**config.mk**
```make
export PLATFORM = sky130hd
export DESIGN_NAME = cpu_trace_buffer_flat
export DESIGN_NICKNAME = d
export VERILOG_FILES = /design/src/rtl/cpu_trace_buffer_if.sv /design/src/rtl/cpu_trace_buffer.sv /design/src/flat_wrapper.sv
export SDC_FILE = /design/constraint.sdc
export NUM_CORES = 2
export LEC_CHECK = 0
export ABC_AREA = 1
export BUFFER_PORTS_ARGS = -buffer_cell sky130_fd_sc_hd__buf_2
export CELL_PAD_IN_SITES_DETAIL_PLACEMENT = 0
export CELL_PAD_IN_SITES_GLOBAL_PLACEMENT = 1
export CORE_MARGIN = 4
export CORE_UTILIZATION = 56
export DETAILED_ROUTE_END_ITERATION = 8
export GPL_ROUTABILITY_DRIVEN = 0
export PLACE_DENSITY = 0.91
export SYNTH_ARGS = -nofsm -noshare
export SYNTH_HDL_FRONTEND = slang
export SYNTH_SLANG_ARGS = --single-unit
```
**constraint.sdc**
```tcl
create_clock -name i_clock -period 25.7 [get_ports i_clock]
set_input_delay 1.285 -clock i_clock [delete_from_list [all_inputs] [get_ports i_clock]]
set_output_delay 1.285 -clock i_clock [all_outputs]
set_load 0.005 [all_outputs]
```
**src/rtl/cpu_trace_buffer_if.sv**
```systemverilog
`default_nettype none
// ---------------------------------------------------------------------------
// cpu_trace_buffer_if : trace readout stream (valid/ready plus entry fields)
// Revision: 1.0
// ---------------------------------------------------------------------------
interface cpu_trace_buffer_if #(
    parameter int XLEN    = 32,
    parameter int STAMP_W = 16
);
    logic               o_rd_valid;
    logic               i_rd_ready;
    logic [XLEN-1:0]    o_rd_pc;
    logic [XLEN-1:0]    o_rd_instr;
    logic [XLEN-1:0]    o_rd_rs1Data;
    logic [XLEN-1:0]    o_rd_result;
    logic [4:0]         o_rd_rs1Addr;
    logic [STAMP_W-1:0] o_rd_stamp;

    modport master (
        output o_rd_valid, o_rd_pc, o_rd_instr, o_rd_rs1Data, o_rd_result,
               o_rd_rs1Addr, o_rd_stamp,
        input  i_rd_ready
    );

    modport slave (
        input  o_rd_valid, o_rd_pc, o_rd_instr, o_rd_rs1Data, o_rd_result,
               o_rd_rs1Addr, o_rd_stamp,
        output i_rd_ready
    );
endinterface
`default_nettype wire

```
**src/rtl/cpu_trace_buffer.sv**
```systemverilog
`default_nettype none
// ---------------------------------------------------------------------------
// cpu_trace_buffer : circular per-cycle trace capture with PC trigger and
//                    oldest-first valid/ready readout
// Revision: 1.0
// ---------------------------------------------------------------------------
module cpu_trace_buffer #(
    parameter int DEPTH     = 16,
    parameter int XLEN      = 32,
    parameter int POST_TRIG = 4,
    parameter int STAMP_W   = 16
) (
    input  wire logic                   i_clock,
    input  wire logic                   i_resetn,
    input  wire logic                   i_arm,
    input  wire logic                   i_stop,
    input  wire logic                   i_trig_en,
    input  wire logic [XLEN-1:0]        i_trig_pc,
    input  wire logic                   i_valid,
    input  wire logic [XLEN-1:0]        i_PC,
    input  wire logic [XLEN-1:0]        i_instr,
    input  wire logic [XLEN-1:0]        i_rs1Data,
    input  wire logic [XLEN-1:0]        i_result,
    input  wire logic [4:0]             i_rs1Addr,
    cpu_trace_buffer_if.master          rd,
    output logic [1:0]                  o_state,
    output logic [$clog2(DEPTH):0]      o_count
);
    localparam int AW = $clog2(DEPTH);
    localparam int CW = AW + 1;

    typedef enum logic [1:0] {
        S_IDLE    = 2'd0,
        S_CAPTURE = 2'd1,
        S_POST    = 2'd2,
        S_READOUT = 2'd3
    } state_t;

    typedef struct packed {
        logic [XLEN-1:0]    pc;
        logic [XLEN-1:0]    instr;
        logic [XLEN-1:0]    rs1Data;
        logic [XLEN-1:0]    result;
        logic [4:0]         rs1Addr;
        logic [STAMP_W-1:0] stamp;
    } entry_t;

    entry_t             mem_q [DEPTH];

    state_t             state_q, state_d;
    logic [STAMP_W-1:0] stamp_q;
    logic [AW-1:0]      wr_ptr_q, wr_ptr_d;
    logic [AW-1:0]      rd_ptr_q, rd_ptr_d;
    logic [CW-1:0]      fill_q, fill_d;
    logic [CW-1:0]      post_q, post_d;
    logic [CW-1:0]      remain_q, remain_d;
    logic               write_en;
    logic               go_readout;
    logic               trig_hit;
    logic               rd_valid;
    entry_t             rd_entry;

    assign trig_hit = i_trig_en & i_valid & (i_PC == i_trig_pc);

    always_comb begin
        state_d    = state_q;
        wr_ptr_d   = wr_ptr_q;
        rd_ptr_d   = rd_ptr_q;
        fill_d     = fill_q;
        post_d     = post_q;
        remain_d   = remain_q;
        write_en   = 1'b0;
        go_readout = 1'b0;

        case (state_q)
            S_IDLE: begin
                if (i_arm) begin
                    state_d  = S_CAPTURE;
                    fill_d   = '0;
                    wr_ptr_d = '0;
                    post_d   = '0;
                end
            end

            S_CAPTURE, S_POST: begin
                if (i_valid) begin
                    write_en = 1'b1;
                    wr_ptr_d = wr_ptr_q + AW'(1);
                    if (fill_q != CW'(DEPTH)) begin
                        fill_d = fill_q + CW'(1);
                    end
                end

                // Stop has priority over a trigger seen in the same cycle.
                if (i_stop) begin
                    go_readout = 1'b1;
                end else if (state_q == S_CAPTURE && trig_hit) begin
                    if (POST_TRIG == 0) begin
                        go_readout = 1'b1;
                    end else begin
                        state_d = S_POST;
                    end
                end else if (state_q == S_POST && i_valid) begin
                    post_d = post_q + CW'(1);
                    if (post_q + CW'(1) == CW'(POST_TRIG)) begin
                        go_readout = 1'b1;
                    end
                end

                // Oldest entry sits fill positions behind the post-write pointer.
                if (go_readout) begin
                    state_d  = S_READOUT;
                    remain_d = fill_d;
                    rd_ptr_d = wr_ptr_d - fill_d[AW-1:0];
                end
            end

            S_READOUT: begin
                if (remain_q == '0) begin
                    state_d = S_IDLE;
                end else if (rd.i_rd_ready) begin
                    rd_ptr_d = rd_ptr_q + AW'(1);
                    remain_d = remain_q - CW'(1);
                    if (remain_q == CW'(1)) begin
                        state_d = S_IDLE;
                    end
                end
            end

            default: state_d = S_IDLE;
        endcase
    end

    always_ff @(posedge i_clock or negedge i_resetn) begin
        if (!i_resetn) begin
            state_q  <= S_IDLE;
            stamp_q  <= '0;
            wr_ptr_q <= '0;
            rd_ptr_q <= '0;
            fill_q   <= '0;
            post_q   <= '0;
            remain_q <= '0;
        end else begin
            state_q  <= state_d;
            stamp_q  <= stamp_q + STAMP_W'(1);
            wr_ptr_q <= wr_ptr_d;
            rd_ptr_q <= rd_ptr_d;
            fill_q   <= fill_d;
            post_q   <= post_d;
            remain_q <= remain_d;
        end
    end

    always_ff @(posedge i_clock) begin
        if (write_en) begin
            mem_q[wr_ptr_q] <= {i_PC, i_instr, i_rs1Data, i_result, i_rs1Addr, stamp_q};
        end
    end

    // Data fields are gated so they read zero whenever no entry is offered.
    assign rd_valid        = (state_q == S_READOUT) && (remain_q != '0);
    assign rd_entry        = mem_q[rd_ptr_q];
    assign rd.o_rd_valid   = rd_valid;
    assign rd.o_rd_pc      = rd_valid ? rd_entry.pc      : '0;
    assign rd.o_rd_instr   = rd_valid ? rd_entry.instr   : '0;
    assign rd.o_rd_rs1Data = rd_valid ? rd_entry.rs1Data : '0;
    assign rd.o_rd_result  = rd_valid ? rd_entry.result  : '0;
    assign rd.o_rd_rs1Addr = rd_valid ? rd_entry.rs1Addr : '0;
    assign rd.o_rd_stamp   = rd_valid ? rd_entry.stamp   : '0;

    assign o_state = state_q;

    always_comb begin
        case (state_q)
            S_CAPTURE, S_POST: o_count = fill_q;
            S_READOUT:         o_count = remain_q;
            default:           o_count = '0;
        endcase
    end
endmodule
`default_nettype wire

```
**src/flat_wrapper.sv**
```systemverilog
// flat-port wrapper written by rule: the top's interface ports become plain ports
module cpu_trace_buffer_flat 
#(
    parameter int DEPTH     = 16,
    parameter int XLEN      = 32,
    parameter int POST_TRIG = 4,
    parameter int STAMP_W   = 16
)
  (i_clock, i_resetn, i_arm, i_stop, i_trig_en, i_trig_pc, i_valid, i_PC, i_instr, i_rs1Data, i_result, i_rs1Addr, o_state, o_count, rd_o_rd_valid, rd_o_rd_pc, rd_o_rd_instr, rd_o_rd_rs1Data, rd_o_rd_result, rd_o_rd_rs1Addr, rd_o_rd_stamp, rd_i_rd_ready);
  cpu_trace_buffer_if #(.XLEN(XLEN), .STAMP_W(STAMP_W)) rd_i ();
  input  wire logic i_clock;
  input  wire logic i_resetn;
  input  wire logic i_arm;
  input  wire logic i_stop;
  input  wire logic i_trig_en;
  input  wire logic [XLEN-1:0] i_trig_pc;
  input  wire logic i_valid;
  input  wire logic [XLEN-1:0] i_PC;
  input  wire logic [XLEN-1:0] i_instr;
  input  wire logic [XLEN-1:0] i_rs1Data;
  input  wire logic [XLEN-1:0] i_result;
  input  wire logic [4:0] i_rs1Addr;
  output logic [1:0] o_state;
  output logic [$clog2(DEPTH):0] o_count;
  output wire logic [$bits(rd_i.o_rd_valid)-1:0] rd_o_rd_valid;
  output wire logic [$bits(rd_i.o_rd_pc)-1:0] rd_o_rd_pc;
  output wire logic [$bits(rd_i.o_rd_instr)-1:0] rd_o_rd_instr;
  output wire logic [$bits(rd_i.o_rd_rs1Data)-1:0] rd_o_rd_rs1Data;
  output wire logic [$bits(rd_i.o_rd_result)-1:0] rd_o_rd_result;
  output wire logic [$bits(rd_i.o_rd_rs1Addr)-1:0] rd_o_rd_rs1Addr;
  output wire logic [$bits(rd_i.o_rd_stamp)-1:0] rd_o_rd_stamp;
  input wire logic [$bits(rd_i.i_rd_ready)-1:0] rd_i_rd_ready;
  assign rd_o_rd_valid = rd_i.o_rd_valid;
  assign rd_o_rd_pc = rd_i.o_rd_pc;
  assign rd_o_rd_instr = rd_i.o_rd_instr;
  assign rd_o_rd_rs1Data = rd_i.o_rd_rs1Data;
  assign rd_o_rd_result = rd_i.o_rd_result;
  assign rd_o_rd_rs1Addr = rd_i.o_rd_rs1Addr;
  assign rd_o_rd_stamp = rd_i.o_rd_stamp;
  assign rd_i.i_rd_ready = rd_i_rd_ready;
  cpu_trace_buffer #(.DEPTH(DEPTH), .XLEN(XLEN), .POST_TRIG(POST_TRIG), .STAMP_W(STAMP_W)) u_core (.i_clock(i_clock), .i_resetn(i_resetn), .i_arm(i_arm), .i_stop(i_stop), .i_trig_en(i_trig_en), .i_trig_pc(i_trig_pc), .i_valid(i_valid), .i_PC(i_PC), .i_instr(i_instr), .i_rs1Data(i_rs1Data), .i_result(i_result), .i_rs1Addr(i_rs1Addr), .rd(rd_i), .o_state(o_state), .o_count(o_count));
endmodule
```
==> run summary <==
Outcome: finished clean
CTS H-Tree Depth: 4
Post-synth ARST share: 1.69%
Total global routing overflow: 0
Synth cell types: 36
CTS root buffer: clkbuf_16
Yosys reg bits: 2425
Vias in the first global route: 59345
Hold_sp: u_core.remain_q[4]
Worst Path Arrival: 8.05 ns
M2 GR Usage: 44.5%
Maximum VDD drop: 0.0962 mV
RR Endpoint: u_core.mem_q[11][88]
Crit end category: output pin
Final Max Tran Viols: 0
Initial Util: 56.6%
Reg power frac: 41.9%
Final setup viols: 0
CP peak stage delay: 1.03 ns
Cell Rows: 150
First-pass GRT wire length: 364000 um
Mapped Cells: 6740
Slowest cell on crit path: buf_4
Initial DRC count: 8586
Die area: 176000 um2
Crit-path cells: buf_4 -> buf_4 -> buf_4 -> buf_4 -> buf_4 -> o21ai_0 -> o221ai_1 -> o211ai_1 -> a21oi_1 -> buf_2
Clk slew on worst S/H paths: 0.07 ns
# hold bufs at CTS: 0
Synth Warn #: 0
Sequential cell area: 72600 um2
Share of post-route cells with drive strength above 1: 10.7%
Post-route clock skew: 0.0671 ns
Number of port buffers: 328
Sw power: 3.95 mW
Post-synth top area share: 75.4%
Slew HR: 16.8%
DP HPWL: 115000 um
ANT nets after route: 0
Total Power: 11.2 mW
CTS tree: yes
Max_cap viols: 0
Clk_lat worst skew: 0.89 ns
WP data required: 24.41 ns
Via count: 60520
Comb power frac: 29.4%
Fin Setup TNS: 0 ns
CTS Sinks: 2425
Post-synthesis sequential area ratio: 76.4%
Final Critical Period: 9.34 ns
Post-Syn Nets: 6932
Core box area: 168000 um2
Vias per std cell: 6.51
IO Count: 329
Clock buffer depth: 3
R2R setup slack: 20.99 ns
Syn-to-layout area delta: 10.7%
Most frequent cells in the layout: edfxtp_1, nor2_1, o21ai_0, o221ai_1, buf_2
Die height: 420 um
Initial antenna violation count: 42
RSZ-0062 raised after global routing: no
Main synth FF type: edfxtp_1
Biggest area consumer among synthesized cells: edfxtp_1
Post-synth EDFFs: 2384
Residual DRC: 0
Syn_area_per_cell: 14.1 um2
Switch share: 35.3%
Post CTS Setup Buffer Count: 0
Clock network fraction of total power: 28.7%
Most common cell after layout, fill and taps aside: edfxtp_1
Hold Path Sink: u_core.remain_q[4]
Worst R2R Start: u_core.o_state[0]
Startpoint types: register
FILL cells: 11856
Met3 Usage GRT: 4.72%
Internal power: 7.25 mW
Synthesized area: 95000 um2
Met1 usage: 37.7%
TritonRoute pass-1 iters: 6
Drt total wl: 247000 um
CP Class: register to output pin
Nets: 7060
Worst Max-Slew Pin Slew: 1.25 ns
DR WL/cell: 26.5 um
Leading post-synthesis cells by cell area: edfxtp_1, o21ai_0, nor2_1
Power density over the cells: 106 nW/um2
Worst reg2reg path depth: 6
Tot GR Track Use: 27.5%
Busiest layer in global routing: met2
Critical path peak fanout: 124
Fmax: 0.107 GHz
Top cell by count, worst path: buf_4
Hold Crit Class: register to register
LEAKAGE: 33.6 nW
Final Hold Viols: 0
Final period utilization: 36.3%
Num CTS Buffers: 227
Largest net degree at the start of global routing: 306
Multi-input gate area: 19800 um2
Post_cts resized: 0
Hold Crit Depth: 2
Die X: 420 um
## power groups by stage
| stage | Clock, mW | Sequential (mW) | Combinational, mW |
|---|---|---|---|
| 2_1_floorplan | 0 | 4.75 | 2.25 |
| 3_3_place_gp | 0 | 4.76 | 3.14 |
| 3_5_place_dp | 0 | 4.77 | 3.24 |
| 4_1_cts | 3.24 | 4.68 | 3.27 |
| 5_1_grt | 3.42 | 4.70 | 3.59 |
| 6_report | 3.21 | 4.69 | 3.29 |
## per-stage QoR
| step | area (um2) | setup slack (ns) | instances | hold slack (ns) | utilization, % |
|---|---|---|---|---|---|
| after global placement | 97900 | 17.64 | 8843 | 0.478 | 58.3 |
| final | 105000 | 16.36 | 9292 | 0.506 | 62.6 |
| after detailed placement | 97900 | 17.44 | 8843 | 0.495 | 58.3 |
| after CTS | 105000 | 16.50 | 9263 | 0.512 | 62.5 |
| after global routing | 105000 | 15.98 | 9279 | 0.547 | 62.6 |
| after floorplan | 95000 | 17.08 | 6740 | 0.461 | - |
## worst max path at each step
stage / from / endpoint / cells after the start
after floorplan: i_valid / u_core.mem_q[0][0] / 5
after global placement: u_core.rd_ptr_q[0] / rd_o_rd_instr[18] / 10
after detailed placement: u_core.rd_ptr_q[0] / rd_o_rd_instr[18] / 10
after CTS: u_core.rd_ptr_q[0] / rd_o_rd_instr[18] / 10
after global routing: u_core.rd_ptr_q[0] / rd_o_rd_instr[18] / 10
final: u_core.rd_ptr_q[0] / rd_o_rd_instr[18] / 10
## sequential cells by signal (all words and copies together) (netlist names)
register / cells
u_core.post_q: 5
u_core.wr_ptr_q: 4
u_core.fill_q: 5
u_core.remain_q: 5
u_core.o_state: 2
u_core.rd_ptr_q: 4
u_core.mem_q: 2384
u_core.stamp_q: 16
## Yosys cell counts, types with 5 or more instances
master    number
buf_6         35
o21ai_1       33
dfrtp_1       41
nand4_1        5
edfxtp_1    2384
buf_4         40
ha_1          19
o22ai_1      201
nand2_1      114
a21oi_1      158
nand3_1      137
inv_1         45
o211ai_1     196
o21ai_0     1173
clkbuf_1     336
o221ai_1     401
buf_2        103
nor3_1         5
xnor2_1       23
xor2_1        28
nor2_1      1242
## per-layer routing
layer  wire length, um  up-vias
li1                  -    26178
met1             95200    30214
met2            118000     3589
met3             24600      523
met4              8150       16
met5               119        -
## layout make-up
cell class / instances / area share, %
diodes: 29 / 0.0690
clock buffers: 269 / 5.57
clock inverters: 151 / 1.26
inverters: 49 / 0.212
multi-input cells: 3747 / 18.8
flip-flops and latches: 2425 / 69.1
well taps: 2204 / 2.62
repair buffers: 418 / 2.32
## critical path, delay by kind of cell, from the launching register on
kind,cells,cell delay (ns)
flops,1,0.89
compound gates,4,1.06
buf+inv,6,4.89
## kinds of logic (layout without fill, tap and decap cells)
logic type,after synthesis,count (layout),share of synthesized area [%]
AO/OA/AOI/OAI,2168,2168,13.8
XOR/XNOR,51,51,0.470
adder cells (fa/ha/maj),20,20,0.271
buffers and inverters,568,887,2.83
flip-flops,2425,2425,76.4
other,0,29,0
AND/OR/NAND/NOR,1508,1508,6.18
No activity file was read; power rests on OpenSTA's default activity.
